[src/rtl/weight_loader_pkg.sv]
// rtl/weight_loader_pkg.sv - shared types and helpers for the weight loader
package weight_loader_pkg;

   typedef enum logic [1:0] {WL_IDLE, WL_LOAD, WL_DONE} weight_loader_state_t;

   function automatic int cnt_bits(input int n);
      return (n <= 1) ? 1 : $clog2(n);
   endfunction

endpackage

[src/rtl/weight_line_packer.sv]
// rtl/weight_line_packer.sv - packs serial elements into one memory line, LSB element first
module weight_line_packer
   import weight_loader_pkg::*;
#(
   parameter int data_width  = 64,
   parameter int parallelism = 4
) (
   input  logic                              clk,
   input  logic                              rst,
   input  logic                              clear_i,
   input  logic                              accept_i,
   input  logic [data_width/parallelism-1:0] elem_i,
   output logic                              line_complete_o,
   output logic [data_width-1:0]             line_o
);

   localparam int cw = cnt_bits(parallelism);
   localparam int ew = data_width / parallelism;
   localparam logic [cw-1:0] last_k = cw'(parallelism - 1);

   logic [cw-1:0]         cnt_q, cnt_d;
   logic [data_width-1:0] shadow_q, shadow_d;

   always_comb begin
      cnt_d           = cnt_q;
      shadow_d        = shadow_q;
      line_complete_o = 1'b0;
      // line_o is the shadow with the current element already inserted at slot k
      line_o          = shadow_q;
      line_o[cnt_q*ew +: ew] = elem_i;
      if (clear_i) begin
         cnt_d    = '0;
         shadow_d = '0;
      end else if (accept_i) begin
         if (cnt_q == last_k) begin
            cnt_d           = '0;
            shadow_d        = '0;
            line_complete_o = 1'b1;
         end else begin
            cnt_d    = cnt_q + 1'b1;
            shadow_d = line_o;
         end
      end
   end

   always_ff @(posedge clk) begin
      if (rst) begin
         cnt_q    <= '0;
         shadow_q <= '0;
      end else begin
         cnt_q    <= cnt_d;
         shadow_q <= shadow_d;
      end
   end

endmodule

[src/rtl/weight_loader.sv]
// rtl/weight_loader.sv - streams weight elements into memory lines 0..num_weight_lines-1
module weight_loader
   import weight_loader_pkg::*;
#(
   parameter int num_weight_lines = 196,
   parameter int data_width       = 64,
   parameter int parallelism      = 4,
   parameter int address_width    = 10
) (
   input  logic                              clk,
   input  logic                              rst,
   input  logic                              start,
   input  logic                              in_valid,
   input  logic [data_width/parallelism-1:0] in_data,
   output logic                              in_ready,
   output logic                              wen,
   output logic [address_width-1:0]          wadd,
   output logic [data_width-1:0]             win,
   output logic                              busy,
   output logic                              done,
   output logic [address_width-1:0]          lines_written
);

   if ((data_width % parallelism) != 0 || (2**address_width) < num_weight_lines) begin : g_bad_params
      $error("weight_loader: illegal parameter combination");
   end

   localparam logic [address_width-1:0] last_line = address_width'(num_weight_lines - 1);

   weight_loader_state_t    state_q, state_d;
   logic                    wen_q, wen_d;
   logic [address_width-1:0] wadd_q, wadd_d;
   logic [data_width-1:0]   win_q, win_d;
   logic [address_width-1:0] lines_q, lines_d;
   logic [address_width-1:0] idx_q, idx_d;

   logic                    transfer;
   logic                    begin_load;
   logic                    line_complete;
   logic [data_width-1:0]   packed_line;

   assign in_ready   = (state_q == WL_LOAD);
   assign transfer   = in_valid && in_ready;
   assign begin_load = start && (state_q != WL_LOAD);

   weight_line_packer #(
      .data_width  (data_width),
      .parallelism (parallelism)
   ) u_packer (
      .clk             (clk),
      .rst             (rst),
      .clear_i         (begin_load),
      .accept_i        (transfer),
      .elem_i          (in_data),
      .line_complete_o (line_complete),
      .line_o          (packed_line)
   );

   always_comb begin
      state_d = state_q;
      wen_d   = 1'b0;
      wadd_d  = wadd_q;
      win_d   = win_q;
      lines_d = lines_q;
      idx_d   = idx_q;
      case (state_q)
         WL_IDLE, WL_DONE: begin
            if (start) begin
               state_d = WL_LOAD;
               lines_d = '0;
               idx_d   = '0;
            end
         end
         WL_LOAD: begin
            if (line_complete) begin
               wen_d   = 1'b1;
               wadd_d  = idx_q;
               win_d   = packed_line;
               lines_d = lines_q + 1'b1;
               // idx stays at the last line so it never leaves the legal address range
               if (idx_q == last_line) state_d = WL_DONE;
               else                    idx_d   = idx_q + 1'b1;
            end
         end
         default: state_d = WL_IDLE;
      endcase
   end

   always_ff @(posedge clk) begin
      if (rst) begin
         state_q <= WL_IDLE;
         wen_q   <= 1'b0;
         wadd_q  <= '0;
         win_q   <= '0;
         lines_q <= '0;
         idx_q   <= '0;
      end else begin
         state_q <= state_d;
         wen_q   <= wen_d;
         wadd_q  <= wadd_d;
         win_q   <= win_d;
         lines_q <= lines_d;
         idx_q   <= idx_d;
      end
   end

   assign wen           = wen_q;
   assign wadd          = wadd_q;
   assign win           = win_q;
   assign lines_written = lines_q;
   assign busy          = (state_q == WL_LOAD);
   assign done          = (state_q == WL_DONE);

endmodule
[config.mk]
export PLATFORM = sky130hd
export DESIGN_NAME = weight_loader
export DESIGN_NICKNAME = d
export VERILOG_FILES = /design/src/rtl/weight_loader_pkg.sv /design/src/rtl/weight_line_packer.sv /design/src/rtl/weight_loader.sv
export SDC_FILE = /design/constraint.sdc
export NUM_CORES = 1
export LEC_CHECK = 0
export CAP_MARGIN = 20
export CORE_MARGIN = 1.5
export CORE_UTILIZATION = 33
export DETAILED_ROUTE_END_ITERATION = 8
export PLACE_DENSITY_LB_ADDON = 0.2
export SETUP_SLACK_MARGIN = 0.2
export SYNTH_ARGS = -nofsm -noshare
export SYNTH_HDL_FRONTEND = slang
export SYNTH_SLANG_ARGS = --single-unit
[constraint.sdc]
create_clock -name clk -period 4.5 [get_ports clk]
set_clock_uncertainty 0.15 [all_clocks]
set_input_delay 1.35 -clock clk [delete_from_list [all_inputs] [get_ports clk]]
set_output_delay 1.35 -clock clk [all_outputs]
set_load 0.05 [all_outputs]
* After elaboration in Yosys (flattened, before gate mapping)
Cells that the tools add are included.
** Storage, ports and cells
- Bits in registers :: 163
** Cells by class
- $add $sub $neg :: 4
- Equal/unequal tests :: 9
- Reduce and logical (&&, ||, !) cells :: 11
- Bitwise gates (word level) :: 1
- Shifts and indexed selects :: 2
- Muxes and demuxes :: 17
** Operators by type and width (count)
- $bwmux 64 :: 1
- $mux 64 :: 1
- $shift 16x34->64 const A :: 1
- $shiftx 16x34->64 :: 1
- $mux 10 :: 4
- $pmux 10 s2 :: 2
- $neg 6->34 :: 1
- $add 10x1->10 const B :: 2
- $eq 10x8->1 const B :: 1
- $mux 2 :: 4
- $ne 2x1->1 const B :: 3
- $reduce_and 3->1 :: 2
- $reduce_or 2->1 :: 3
- $eq 2x2->1 const B :: 2
- $mux 1 :: 4
- $ne 2x2->1 const B :: 2
- $pmux 2 s2 :: 1
- $reduce_and 4->1 :: 1
- $add 2x1->2 const B :: 1
- $eq 2x1->1 const B :: 1
- $logic_and 1x1->1 :: 2
- $logic_not 2->1 :: 1
- $reduce_and 2->1 :: 1
- $reduce_bool 2->1 :: 1
- $not 1->1 :: 1

* Logic depth before layout (Yosys ltp)
- Depth after elaboration :: 6
- Depth in mapped cells :: 9
- Depth with buffers taken out :: 6

* Modules after synthesis
A second synthesis with hierarchy kept.
** Unflattened totals
- Cells, all modules :: 803
- Area total of the unflattened synthesis :: 6804.0 sq um
** Modules (own cells, without submodules)
- weight_loader :: area each 3739.8 sq um, cells an instance 463, times used 1
- weight_line_packer :: area each 3064.2 sq um, cells an instance 340, times used 1

* Worst setup path after synthesis
OpenSTA, ideal clock, no wires.
- Kind :: reg-to-output
- From :: register state_q[0]
- To :: output in_ready
- Stages on the path, launching flop included :: 4
- Arrival :: 1.272 ns
- Path buffers :: 1
- Path slack :: 1.728 ns
- Cells stage by stage :: dfxtp_1 -> nand2b_1 -> inv_1 -> buf_4
** Between the ends
- Word-level cells in the longest chain between the ends :: 1
** RTL lines
- from (decl) :: line weight_loader.sv:30 : weight_loader_state_t state_q, state_d;
- from (signal assigned) :: line weight_loader.sv:98 : state_q <= state_d;
- $eq 2x1->1
- to (decl) :: line weight_loader.sv:15 : output logic in_ready,
No other way between the ends.

* Worst setup path after layout
- From :: register state_q[0]
- To :: output busy
** Between the ends
- Word-level cells in the longest chain between the ends :: 1
** RTL lines
- $eq 2x1->1 :: line weight_loader.sv:111 : assign busy = (state_q == WL_LOAD);
- to (decl) :: line weight_loader.sv:19 : output logic busy,
No other way between the ends.

==> flow_summary.toml <==
[pwr]
vdd_drop_max_v = 0.000243
powerDensity_mw_per_mm2 = 360
p_leak_nw = 2.90

[clock_network]
cts.sinks = 163
hold_buffers = 0
post_cts_resize_count = 0
clockBufferDepth = 2
clk_latency_ns = 0.42
root_buffer = "clkbuf_16"
clk_pin_slew_worst_paths_ns = 0.06
cts_tree = "built"
h-tree-depth = 4
cts_post_setup_buffers_inserted = 0
cts_buffers = 17

[placement]
dpl_cell_area_mm2 = 0.00803
place_congestion = 0.845
dp_cells = 1124
dp_worst_setup_slack_ns = 1.09
dp_hpwl_um = 12200
port_buffers = 107

[setup_path]
cp_cell_sequence = "nand2b_1 > inv_1 > clkdlybuf4s50_1"
r2r_slack_ns = 1.63
worstReg2RegStart = "u_packer.cnt_q[0]"
cp_slowest_stage_delay_ns = 0.87
cp_max_fo = 8
crit_family = "buffers and inverters"
crit_buf_inv = 2
slowest_stage = "clkdlybuf4s50_1"
reg2regPathDepth = 6
required_ns = 3.00
regToRegEndpoint = "win[31]"
cp-start-kind = "flip-flop"
end_kind = "output port"
worst-endpoint-arrival_ns = 2.30
worstSetupPathType = "reg -> out"

[global_routing]
grt_pass1_vias = 5523
grt_max_degree = 87
grt_use_total_pct = 17.9
overflow = 0
grt_antenna_before_repair = 0
grt_pass1_wl_um = 30500

[logic_synthesis]
ys_top_cells_by_area = "dfxtp_1 48%, nand2_1 7.6%, a22oi_1 7.1%"
yosysTopAreaCell = "dfxtp_1"
yosys-top-cells-count = "163 x dfxtp_1, 137 x nand2_1, 98 x nor2_1"
yosysMostFrequentCell = "dfxtp_1"
ys_seq_area_share_pct = 48.2
yosys_warnings = 0
synth_edf_count = 0
synth.distinct_cells = 54
avgSynthCellArea_um2 = 8.48
syn_nets = 826
synth-seq-cells = 163
synth_area_mm2 = 0.00676
synthFlopType = "dfxtp_1"
syn-instance-count = 798
async_flop_share_pct = 0
yosysTopAreaCellShare_pct = 48.2

[sta]
fin_crit_sh_pct = 84.4
rsz0062_at_grt = "no"
fin_setup_tns_ns = 0
whs_ns = 0.302
setup_viol = 0
worst_slack_ns = 0.702
hold_violations = 0
drv_slew = 0
slew_headroom_pct = 37.3
period_needed_ns = 3.80
clock.fmax_mhz = 263
worst_pin_slew_ns = 0.941

[floorplanning]
rows = 52
core_mm2 = 0.0202
ios = 108
dieArea_mm2 = 0.0214
die_h_um = 146
start_util_pct = 33.5
fp.dieW_um = 146

[run_status]
status = "completed"

[finish]
finalNetCount = 901
fin_cells = 1156
fin_area_mm2 = 0.00862
layout-drive-gt1-share_pct = 6.09
antenna_cells = 0
area_delta_synth_final_pct = 27.4

[drt]
drt-pass1-iter-count = 4
wirelength_um = 19100
drc_errors = 0
vias = 5972
wire_per_inst_um = 16.5
ant_nets = 0
vias_per_cell = 5.17
drtIter0Drc = 427

[hold_path]
worstHoldPathCells = 2
hp-start = "wadd[2]"
min_to = "wadd[2]"
hold_class = "reg -> reg"

[job]
cap_violations = 0
## worst register-to-register path, stage by stage, from the launching register on
cell and delay (ns):
dfxtp_1 0.53, inv_1 0.20, ha_1 0.46, or3b_1 0.68
nor3_2 0.46, a221oi_1 0.18, nor3_1 0.15
## layout by cell type (no fill, tap or decap), types with 3 or more instances in the layout
master / count
dfxtp_1: 163
nand2_1: 137
clkdlybuf4s50_1: 106
nor2_1: 98
a21oi_1: 72
a22oi_1: 64
inv_1: 39
a22o_1: 36
clkbuf_16: 17
nor3_1: 16
o32ai_1: 12
a221oi_1: 12
buf_4: 9
ha_1: 8
nand3_1: 6
o21ai_0: 5
clkinv_2: 5
nand2b_1: 4
xnor2_1: 4
xor2_1: 4
a311oi_1: 4
o32ai_2: 4
clkbuf_1: 4
o2111ai_1: 3
nor4b_2: 3
a31oi_1: 3
nand4_1: 3
bufinv_16: 3
## registers in the layout, summed over array words and instances (netlist names)
signal,count
wadd,10
lines_written,10
wen,1
u_packer.cnt_q,2
win,64
state_q,2
u_packer.shadow_q,64
idx_q,10
## cell type report
| cell class | instances | area [µm²] |
|---|---|---|
| clock buffers | 22 | 454 |
| clock inverters | 10 | 133 |
| inverters | 40 | 150 |
| fillers | 2057 | 11600 |
| multi-input cells | 534 | 3130 |
| well taps | 270 | 338 |
| flip-flops and latches | 163 | 3260 |
| repair buffers | 117 | 1150 |
## per-layer routing
| metal | GRT usage (%) | share of wire, % | vias to the layer above |
|---|---|---|---|
| met3 | 4.00 | 4.9 | 8 |
| met1 | 26.1 | 50 | 2843 |
| li1 | - | - | 2968 |
| met4 | 3.33 | 0.55 | 0 |
| met2 | 27.3 | 45 | 153 |
| met5 | 0 | 0 | - |
## power by group
| group | internal (mW) | switching, mW | total, mW |
|---|---|---|---|
| Clock | 0.885 | 0.586 | 1.47 |
| Sequential | 1.45 | 0.00599 | 1.45 |
| Combinational | 0.0534 | 0.122 | 0.176 |
## worst max path at each step
| stage | from | endpoint | slack, ns | cells after the start |
|---|---|---|---|---|
| 2_1_floorplan | state_q[0] | in_ready | 1.73 | 3 |
| 3_3_place_gp | in_valid | u_packer.shadow_q[62] | 1.09 | 5 |
| 3_5_place_dp | in_valid | u_packer.shadow_q[63] | 1.09 | 5 |
| 4_1_cts | state_q[0] | busy | 0.68 | 3 |
| 5_1_grt | state_q[0] | busy | 0.57 | 3 |
| 6_report | state_q[0] | busy | 0.70 | 3 |
## logic make-up after synthesis
| family | count (synthesis) | synth area share [%] |
|---|---|---|
| AOI/OAI and AO/OA | 231 | 24.5 |
| adders and majority gates | 8 | 1.48 |
| buffers and inverters | 101 | 6.16 |
| and+or+nand+nor | 287 | 18.5 |
| DFF | 163 | 48.2 |
| xor gates and xnor gates | 8 | 1.04 |
## through the flow
step	util [%]	power, mW
finish	42.7	3.10
global route	42.7	3.21
CTS	42.7	3.14
detailed placement	39.8	1.66
global placement	39.8	1.66
floorplan	-	1.59
(Power assumes the default switching activity.)
